==> src/rtl/video_timing_pkg.sv <==
// Shared timing constants, state and pixel types for the raster timing generator.
// Default timing is 640x480@60 with a 25 MHz pixel tick derived from 50 MHz.
package video_timing_pkg;

  localparam int VGA_PIX_DIV  = 2;
  localparam int VGA_H_ACTIVE = 640;
  localparam int VGA_H_FP     = 16;
  localparam int VGA_H_SYNC   = 96;
  localparam int VGA_H_BP     = 48;
  localparam int VGA_V_ACTIVE = 480;
  localparam int VGA_V_FP     = 10;
  localparam int VGA_V_SYNC   = 2;
  localparam int VGA_V_BP     = 33;

  localparam int H_W = 11;
  localparam int V_W = 10;

  typedef enum logic {IDLE, RUN} vtg_state_t;

  typedef struct packed {
    logic [7:0] r;
    logic [7:0] g;
    logic [7:0] b;
  } rgb888_t;

  // Bar order: white, yellow, cyan, green, magenta, red, blue, black.
  function automatic rgb888_t bar_colour(input logic [2:0] bar);
    rgb888_t c;
    c.r = {8{~bar[1]}};
    c.g = {8{~bar[2]}};
    c.b = {8{~bar[0]}};
    return c;
  endfunction

endpackage

==> src/rtl/vtg_axis_counter.sv <==
// One raster axis: wrapping position counter plus active/sync decode of the
// value the counter takes on this clock, so the caller can register outputs.
module vtg_axis_counter
  import video_timing_pkg::*;
#(
  parameter int W      = H_W,
  parameter int ACTIVE = VGA_H_ACTIVE,
  parameter int FP     = VGA_H_FP,
  parameter int SYNC   = VGA_H_SYNC,
  parameter int BP     = VGA_H_BP
) (
  input  logic         clk,
  input  logic         rst,
  input  logic         step,
  output logic         last,
  output logic [W-1:0] count_next,
  output logic         active_next,
  output logic         sync_next
);

  localparam int TOT = ACTIVE + FP + SYNC + BP;
  localparam logic [W-1:0] LAST_VAL = W'(TOT - 1);
  localparam logic [31:0] ACTIVE_END = 32'(ACTIVE);
  localparam logic [31:0] SYNC_LO    = 32'(ACTIVE + FP);
  localparam logic [31:0] SYNC_HI    = 32'(ACTIVE + FP + SYNC);

  logic [W-1:0] count;
  logic [31:0]  next32;

  assign last = (count == LAST_VAL);

  always_comb begin
    count_next = count;
    if (step) count_next = last ? '0 : count + W'(1);
  end

  always_ff @(posedge clk) begin
    if (rst) count <= '0;
    else     count <= count_next;
  end

  // Decode on a 32-bit copy so a sync window ending exactly at 2**W still compares correctly.
  assign next32      = 32'(count_next);
  assign active_next = (next32 < ACTIVE_END);
  assign sync_next   = (next32 >= SYNC_LO) && (next32 < SYNC_HI);

endmodule

==> src/rtl/video_timing_gen.sv <==
// Raster timing generator: pixel tick divider, IDLE/RUN frame FSM, sync/de/x/y.
// Define VTG_TEST_PATTERN_EN to add an rgb output carrying 8 vertical colour bars.
module video_timing_gen
  import video_timing_pkg::*;
#(
  parameter int PIX_DIV  = VGA_PIX_DIV,
  parameter int H_ACTIVE = VGA_H_ACTIVE,
  parameter int H_FP     = VGA_H_FP,
  parameter int H_SYNC   = VGA_H_SYNC,
  parameter int H_BP     = VGA_H_BP,
  parameter int V_ACTIVE = VGA_V_ACTIVE,
  parameter int V_FP     = VGA_V_FP,
  parameter int V_SYNC   = VGA_V_SYNC,
  parameter int V_BP     = VGA_V_BP,
  parameter bit HS_POL   = 1'b0,
  parameter bit VS_POL   = 1'b0
) (
  input  logic        clk50,
  input  logic        rst,
  input  logic        en,
  output logic        pix_tick,
  output logic        hsync,
  output logic        vsync,
  output logic        de,
  output logic [10:0] x,
  output logic [9:0]  y,
  output logic        frame_start,
  output logic        busy
`ifdef VTG_TEST_PATTERN_EN
  ,
  output rgb888_t     rgb
`endif
);

  localparam int H_TOT = H_ACTIVE + H_FP + H_SYNC + H_BP;
  localparam int V_TOT = V_ACTIVE + V_FP + V_SYNC + V_BP;
  localparam int DIV_W = (PIX_DIV > 1) ? $clog2(PIX_DIV) : 1;
  localparam logic [DIV_W-1:0] DIV_LAST = DIV_W'(PIX_DIV - 1);

  if (H_TOT > 2**H_W || V_TOT > 2**V_W || PIX_DIV < 1) begin : g_bad_cfg
    $error("video_timing_gen: H_TOT/V_TOT exceed counter width or PIX_DIV < 1");
  end

  logic [DIV_W-1:0] div_cnt, div_next;
  logic             tick;
  vtg_state_t       state, state_next;
  logic             run_step, start;
  logic             h_last, v_last;
  logic [H_W-1:0]   h_next;
  logic [V_W-1:0]   v_next;
  logic             h_active_n, v_active_n, h_sync_n, v_sync_n;
  logic             de_next;

  // The tick register goes high on the same clock the divider reaches its last count.
  assign div_next = (div_cnt == DIV_LAST) ? '0 : div_cnt + DIV_W'(1);
  assign tick     = (div_next == DIV_LAST);

  always_ff @(posedge clk50) begin
    if (rst) div_cnt <= '0;
    else     div_cnt <= div_next;
  end

  always_ff @(posedge clk50) begin
    if (rst) state <= IDLE;
    else     state <= state_next;
  end

  always_comb begin
    state_next = state;
    run_step   = 1'b0;
    start      = 1'b0;
    case (state)
      IDLE: begin
        if (tick && en) begin
          state_next = RUN;
          start      = 1'b1;
        end
      end
      RUN: begin
        if (tick) begin
          run_step = 1'b1;
          if (h_last && v_last) begin
            if (en) start = 1'b1;
            else    state_next = IDLE;
          end
        end
      end
      default: state_next = IDLE;
    endcase
  end

  vtg_axis_counter #(
    .W(H_W), .ACTIVE(H_ACTIVE), .FP(H_FP), .SYNC(H_SYNC), .BP(H_BP)
  ) u_h (
    .clk(clk50), .rst(rst), .step(run_step), .last(h_last),
    .count_next(h_next), .active_next(h_active_n), .sync_next(h_sync_n)
  );

  vtg_axis_counter #(
    .W(V_W), .ACTIVE(V_ACTIVE), .FP(V_FP), .SYNC(V_SYNC), .BP(V_BP)
  ) u_v (
    .clk(clk50), .rst(rst), .step(run_step && h_last), .last(v_last),
    .count_next(v_next), .active_next(v_active_n), .sync_next(v_sync_n)
  );

  assign de_next = h_active_n && v_active_n;
  assign busy    = (state == RUN);

`ifdef VTG_TEST_PATTERN_EN
  localparam int BAR_W = (H_ACTIVE >= 8) ? H_ACTIVE / 8 : 1;
  logic [31:0] bar_idx;
  assign bar_idx = 32'(h_next) / 32'(BAR_W);

  always_ff @(posedge clk50) begin
    if (rst)                          rgb <= '0;
    else if (tick && state_next == RUN) rgb <= de_next ? bar_colour(bar_idx[2:0]) : '0;
    else if (tick)                    rgb <= '0;
  end
`endif

  // Raster outputs follow the new h/v on tick clocks and fall back to idle levels outside a frame.
  always_ff @(posedge clk50) begin
    if (rst) begin
      pix_tick    <= 1'b0;
      frame_start <= 1'b0;
      de          <= 1'b0;
      x           <= '0;
      y           <= '0;
      hsync       <= ~HS_POL;
      vsync       <= ~VS_POL;
    end else begin
      pix_tick    <= tick;
      frame_start <= start;
      if (tick) begin
        if (state_next == RUN) begin
          de    <= de_next;
          x     <= de_next ? h_next : '0;
          y     <= de_next ? v_next : '0;
          hsync <= h_sync_n ? HS_POL : ~HS_POL;
          vsync <= v_sync_n ? VS_POL : ~VS_POL;
        end else begin
          de    <= 1'b0;
          x     <= '0;
          y     <= '0;
          hsync <= ~HS_POL;
          vsync <= ~VS_POL;
        end
      end
    end
  end

endmodule

==> config.mk <==
export PLATFORM = sky130hd
export DESIGN_NAME = video_timing_gen
export DESIGN_NICKNAME = d
export VERILOG_FILES = /design/src/rtl/video_timing_pkg.sv /design/src/rtl/vtg_axis_counter.sv /design/src/rtl/video_timing_gen.sv
export SDC_FILE = /design/constraint.sdc
export NUM_CORES = 1
export LEC_CHECK = 0
export ABC_AREA = 0
export CAP_MARGIN = 5
export CORE_MARGIN = 3
export CORE_UTILIZATION = 45
export DETAILED_ROUTE_END_ITERATION = 16
export PLACE_DENSITY = 0.67
export SLEW_MARGIN = 10
export SYNTH_ARGS = -nofsm -noshare
export SYNTH_HDL_FRONTEND = slang
export SYNTH_SLANG_ARGS = --single-unit
==> constraint.sdc <==
create_clock -name clk50 -period 2.2 [get_ports clk50]
set_input_delay 0.66 -clock clk50 [delete_from_list [all_inputs] [get_ports clk50]]
set_output_delay 0.66 -clock clk50 [all_outputs]
set_load 0.01 [all_outputs]
==> flow_summary.toml, run 1 <==
[power_and_ir_drop]
peakVddDrop_mv = 0.324
leakage_nw = 1.21
power.density_nw_per_um2 = 479
finalPower_w = 0.00154

[critical_path]
reg2reg_slack_ns = -0.06
slowest_stage = "or4_4"
cp_cell_sequence = "nand3b_1, or4_4, o211ai_4, a21oi_4, nor4b_4, buf_4, a22o_1"
crit_required_ns = 2.46
crit_fanout = 6
rr_worst_depth = 7
critPathKind = "reg -> reg"
critPathMaxStageDelay_ns = 0.66
path_delay_family = "simple AND/OR/NAND/NOR gates"
worstReg2RegStart = "pix_tick"
worstReg2RegEnd = "x[2]"
cp-end-kind = "register"
cp.arrival_ns = 2.52
path_buf_inv = 1
cp-start-kind = "register"

[die]
die_h_microns = 76.6
dieArea_sq_um = 5870
core-area_sq_um = 4790
boundaryPins = 30
rows = 25
die_w_microns = 76.6
initial_utilization = 0.469

[yosys]
ys_ff_latch = 48
synthDistinctLibCells = 54
synth.cell_area_sq_um = 2240
async_flop_share = 0
synth_area_leaders = "dfxtp_1, nand2_1, a22o_1"
synth_cells = 248
postSynthAreaPerCell_sq_um = 9.05
synth_top_area_share = 0.428
ys.flop_type = "dfxtp_1"
synth-seq-area-share = 0.428
synth_edf_count = 0
ys_warn_count = 0
syn_nets = 254
synth_top_area_cell = "dfxtp_1"

[clocking]
clock-sinks = 48
cts_tree = "yes"
clkLatencyLatePin_ns = 0.32
cts_root_buffer = "clkbuf_8"
clk_pin_slew_worst_paths_ns = 0.09
ctsHoldBuffers = 0
htree_levels = 2
clk_path_buf_depth = 2
cts_buffers = 5

[global_routing]
overflow = 0
grtUsageTotal = 0.217
first_global_vias = 2109
grt_first_pass_wirelength_microns = 10300
grt_max_degree = 17
antenna_found_initial = 0

[layout]
syn2layout_area_growth_pct = 43.3
fill_cells = 404
drive_gt1_frac = 0.286
nets = 337
fin_cells = 399
diodes = 0

[sta]
maxSlewViolCount = 0
max_slew_margin = 0.738
period_minus_slack_ns = 2.26
hold_ws_ns = 0.450
max_freq_ghz = 0.442
worstMarginPinSlew_ns = 0.389
fin_crit_sh = 1.03
rsz0062_at_grt = "true"
worst_slack_ns = -0.0642
setup_violations = 11
finalHoldViolations = 0
final.setup_skew_ns = 0.0105
fin_tns_setup_ns = -0.549

[placed_design]
pre_cts_slack_ns = -0.239
port_buffers = 29
hpwl_microns = 4560
place_inst = 383
place_congestion = 0.949

[worst_hold_path]
hp-start = "de"
min_path_cells = 2
whs_endpoint = "de"
hp-class = "reg -> reg"

[run_status]
outcome = "finished, violations left"
violations = "setup timing"

[route]
post_drt_wl_per_cell_microns = 15.5
via_count = 2178
vias_per_cell = 5.46
detail_route.first_pass.iterations = 5
drt_iter0_drc = 199
drt_wl_total_microns = 6170
antenna_left = 0
drc = 0

[job]
max_cap_violations = 0
==> logic make-up (layout without fill, tap and decap cells) <==
family,count (synthesis),after routing,share of synthesized area
DFF,48,48,0.428
xor gates and xnor gates,12,12,0.0468
buffers and inverters,21,105,0.0463
and+or+nand+nor,111,111,0.295
AOI/OAI and AO/OA,53,53,0.167
adders and majority gates,3,3,0.0167
==> cell usage in the layout, fill, tap and decap left out, drive strengths merged, types with 2 or more instances in the layout <==
cell,Yosys,final
or4,4,4
o31ai,2,2
inv,6,7
a21oi,10,10
xor2,8,8
nand3b,2,2
nand2,27,27
nand4,10,10
o21ai,16,16
buf,10,62
nor4,5,5
o41ai,2,2
and4b,2,2
dfxtp,48,48
nor4b,4,4
nor3,9,9
and2,3,3
a22o,11,11
ha,3,3
nand4bb,2,2
nand3,9,9
nor2,22,22
clkdlybuf4s50,0,29
xnor2,4,4
or3,5,5
a21o,2,2
clkbuf,5,5
==> final cells by class <==
cell class                 count  area [sq um]  share of cell area
multi-input combinational    179          1280               0.399
sequential                    48           970               0.302
timing repair buffer          91           767               0.239
tap                           67          83.8              0.0261
clock buffer                   5          68.8              0.0214
inverter                       6          22.5             0.00700
clock inverter                 3          21.3             0.00661
==> stage by stage <==
| stage | cell area [sq um] | utilization |
|---|---|---|
| 6_report | 3220 | 0.672 |
| 4_1_cts | 3110 | 0.650 |
| 5_1_grt | 3220 | 0.672 |
| 3_5_place_dp | 2960 | 0.619 |
| 2_1_floorplan | 2260 | - |
| 3_3_place_gp | 2960 | 0.619 |
==> registers in the layout (all words and copies together), names as in the netlist <==
| register | flops |
|---|---|
| busy | 1 |
| frame_start | 1 |
| u_v.count | 10 |
| vsync | 1 |
| x | 11 |
| y | 10 |
| pix_tick | 1 |
| u_h.count | 11 |
| de | 1 |
| hsync | 1 |
==> worst reg2reg max path: stages (launching register included) <==
cell      delay (ns)
dfxtp_1         0.31
nand3b_1        0.28
or4_4           0.66
o211ai_4        0.22
a21oi_4         0.10
nor4b_4         0.32
buf_4           0.20
a22o_1          0.12
==> cell usage after synthesis, drive strengths merged (2+ instances only) <==
library cell  count
a21o              2
a21oi            10
a22o             11
and2              3
and4b             2
buf              10
clkbuf            5
dfxtp            48
ha                3
inv               6
nand2            27
nand3             9
nand3b            2
nand4            10
nand4bb           2
nor2             22
nor3              9
nor4              5
nor4b             4
o21ai            16
o31ai             2
o41ai             2
or3               5
or4               4
xnor2             4
xor2              8
==> repair_timing <==
action / in CTS / in global routing
resized for setup: 9 / 17
endpoints found under the hold margin: 0 / 0
cloned: 0 / 1
pin swaps: 5 / 4
buffers inserted: 2 / 5
setup endpoints to repair: 21 / 22
==> power by group <==
group	total (W)	internal (W)	switching (W)
Sequential	0.000881	0.000876	0.00000495
Combinational	0.000114	0.0000550	0.0000595
Clock	0.000547	0.000226	0.000321
Total	0.00154	0.00116	0.000385
==> worst max path at each step <==
stage | start | to | cells after the start
finish | pix_tick | x[2] | 7
global route | pix_tick | y[2] | 7
CTS | u_h.count[1] | x[0] | 8
detailed placement | en | y[5] | 7
global placement | pix_tick | x[0] | 6
floorplan | u_h.count[1] | y[0] | 9
==> per-layer routing <==
layer | share of wire | GRT usage | wire [microns] | up-vias
li1 | - | - | - | 1074
met1 | 0.48 | 0.299 | 2940 | 1013
met2 | 0.45 | 0.343 | 2780 | 82
met3 | 0.057 | 0.0414 | 354 | 9
met4 | 0.017 | 0.0670 | 102 | 0
met5 | 0 | 0 | 0 | -
(Power assumes the default switching activity.)
==> run 2: changes to the inputs <==
--- a/config.mk
+++ b/config.mk
@@ -9,6 +9,7 @@
 export CAP_MARGIN = 5
 export CORE_MARGIN = 3
 export CORE_UTILIZATION = 45
+export CTS_CLUSTER_SIZE = 10
 export DETAILED_ROUTE_END_ITERATION = 16
 export PLACE_DENSITY = 0.67
 export SLEW_MARGIN = 10
==> results of run 2 <==
Same layout as run 1: the final DEF is identical, and so are final timing and power.
==> run 3: changes to the inputs <==
--- a/config.mk
+++ b/config.mk
@@ -11,7 +11,7 @@
 export CORE_UTILIZATION = 45
 export CTS_CLUSTER_SIZE = 10
 export DETAILED_ROUTE_END_ITERATION = 16
-export PLACE_DENSITY = 0.67
+export PLACE_DENSITY = 0.64
 export SLEW_MARGIN = 10
 export SYNTH_ARGS = -nofsm -noshare
 export SYNTH_HDL_FRONTEND = slang
==> constraint.sdc (replaced) <==
create_clock -name clk50 -period 2.6 [get_ports clk50]
set_input_delay 0.78 -clock clk50 [delete_from_list [all_inputs] [get_ports clk50]]
set_output_delay 0.78 -clock clk50 [all_outputs]
set_load 0.01 [all_outputs]
==> run 3 against run 2 <==
Compared with the run above:
- hold slack got worse by 0.0044 ns
- largest power group unchanged
- global-route usage fell by 3.4 points
- critical path type unchanged
- highest routed layer unchanged
- combinational power is 27% lower
- largest cell class unchanged
- setup slack improved by 0.28 ns
- the run now ends clean
==> flow_summary.toml, run 3 (synthesis results as in run 1) <==
[run_status]
outcome = "completed"

[clocking]
cts_buffers = 5
clock-sinks = 48
cts_root_buffer = "clkbuf_8"
clk_pin_slew_worst_paths_ns = 0.08
clk_path_buf_depth = 2
clkLatencyLatePin_ns = 0.29
cts_tree = "yes"
htree_levels = 2

[die]
dieArea_sq_um = 5870
core-area_sq_um = 4790
die_w_microns = 76.6
initial_utilization = 0.469
boundaryPins = 30
rows = 25
die_h_microns = 76.6

[placed_design]
hpwl_microns = 3900
port_buffers = 29
place_inst = 355
dpl-instance-area_sq_um = 2730
place_congestion = 0.883

[worst_hold_path]
min_path_cells = 2
hp-class = "reg -> reg"
whs_endpoint = "de"
hp-start = "de"

[sta]
finalHoldViolations = 0
worstMarginPinSlew_ns = 0.413
maxSlewViolCount = 0
period_minus_slack_ns = 2.39
rsz0062_at_grt = "false"
max_freq_ghz = 0.419
setup_violations = 0
fin_crit_sh = 0.919
final.setup_skew_ns = 0.00887
max_slew_margin = 0.721
fin_tns_setup_ns = 0

[route]
drt_iter0_drc = 152
post_drt_wl_per_cell_microns = 14.2
wl_met2_microns = 2150
drt_wl_total_microns = 5150
drc = 0
antenna_left = 0
via_count = 1957
wl_met3_microns = 284
detail_route.first_pass.iterations = 4
wl_met1_microns = 2630
vias_per_cell = 5.39
routed.top_layer = "met4"

[critical_path]
reg2reg_slack_ns = 0.21
worstReg2RegEnd = "y[4]"
crit_required_ns = 2.79
crit_fanout = 11
worstReg2RegStart = "u_h.count[0]"
rr_worst_depth = 8
cp-end-kind = "register"
cp-start-kind = "register"
cp.arrival_ns = 2.58
critPathKind = "reg -> reg"

[layout]
syn2layout_area_growth_pct = 26.2
largestRegisters = "u_h.count x11, x x11"
diodes = 0
drive_gt1_frac = 0.155
layout.cells.most_common_list = "dfxtp_1, clkdlybuf4s50_1, nand2_1"
final_common_cell = "dfxtp_1"
fin_cells = 363
fin_util = 0.591
final_area_sq_um = 2830
nets = 301

[global_routing]
first_global_vias = 1856
overflow = 0
grt_max_degree = 22
grtUsageTotal = 0.183
grt_first_pass_wirelength_microns = 8810
antenna_found_initial = 0

[power_and_ir_drop]
power.density_nw_per_um2 = 450
peakVddDrop_mv = 0.367
leakage_nw = 1.03

[job]
max_cap_violations = 0
## run 3: cell count changes in the layout (fill, tap and decap cells not counted), sizes merged
cell,before,now
buf,62,26
clkinv,1,0
inv,7,6
clkbuf,5,7
## run 3: per-stage QoR
step	setup slack (ns)	hold WS (ns)	power, W
final	0.211	0.445	0.00127
after global routing	0.0212	0.471	0.00134
after CTS	0.147	0.450	0.00129
after detailed placement	-0.0585	0.439	0.000845
after global placement	-0.000227	0.432	0.000845
after floorplan	0.201	0.467	0.000808
## run 3: worst max path at each step
stage,to,cells after the start,startpoint,slack [ns]
finish,y[4],8,u_h.count[0],0.21
global route,x[3],9,u_h.count[0],0.02
CTS,x[6],7,u_h.count[0],0.15
detailed placement,x[6],8,en,-0.06
global placement,x[5],8,en,-0.0002
floorplan,y[0],9,u_h.count[0],0.20
## run 3: cell type report
type                       instances  area (sq um)
inverter                           6          22.5
fill                             420          1960
clock inverter                     1          7.51
tap                               67          83.8
clock buffer                       7          86.3
timing repair buffer              55           485
multi-input combinational        179          1180
sequential                        48           961
## run 3: repair_timing
item	CTS	global route
setup buffers	0	0
setup endpoints to repair	0	8
resized for setup	0	1
hold buffers	0	0
## run 3: layer usage
metal	vias to the layer above	global-route usage
met5	-	0
met4	0	0.0707
met3	9	0.0366
met2	63	0.272
met1	886	0.260
li1	999	-
## run 3: report_power, final
part / leakage (nW) / internal, W / switching [W]
combinational: 0.595 / 0.0000374 / 0.0000460
sequential: 0.388 / 0.000742 / 0.00000332
clock: 0.0445 / 0.000216 / 0.000230
total: 1.03 / 0.000995 / 0.000279
## run 3: worst max-delay path, stage by stage (launching register included)
cell and delay [ns]:
dfxtp_1 0.34, ha_1 0.22, nand4b_4 0.10, or4_4 0.63, o311ai_0 0.36, a21o_1 0.19, nor4b_4 0.07, buf_4 0.18
a22o_1 0.20
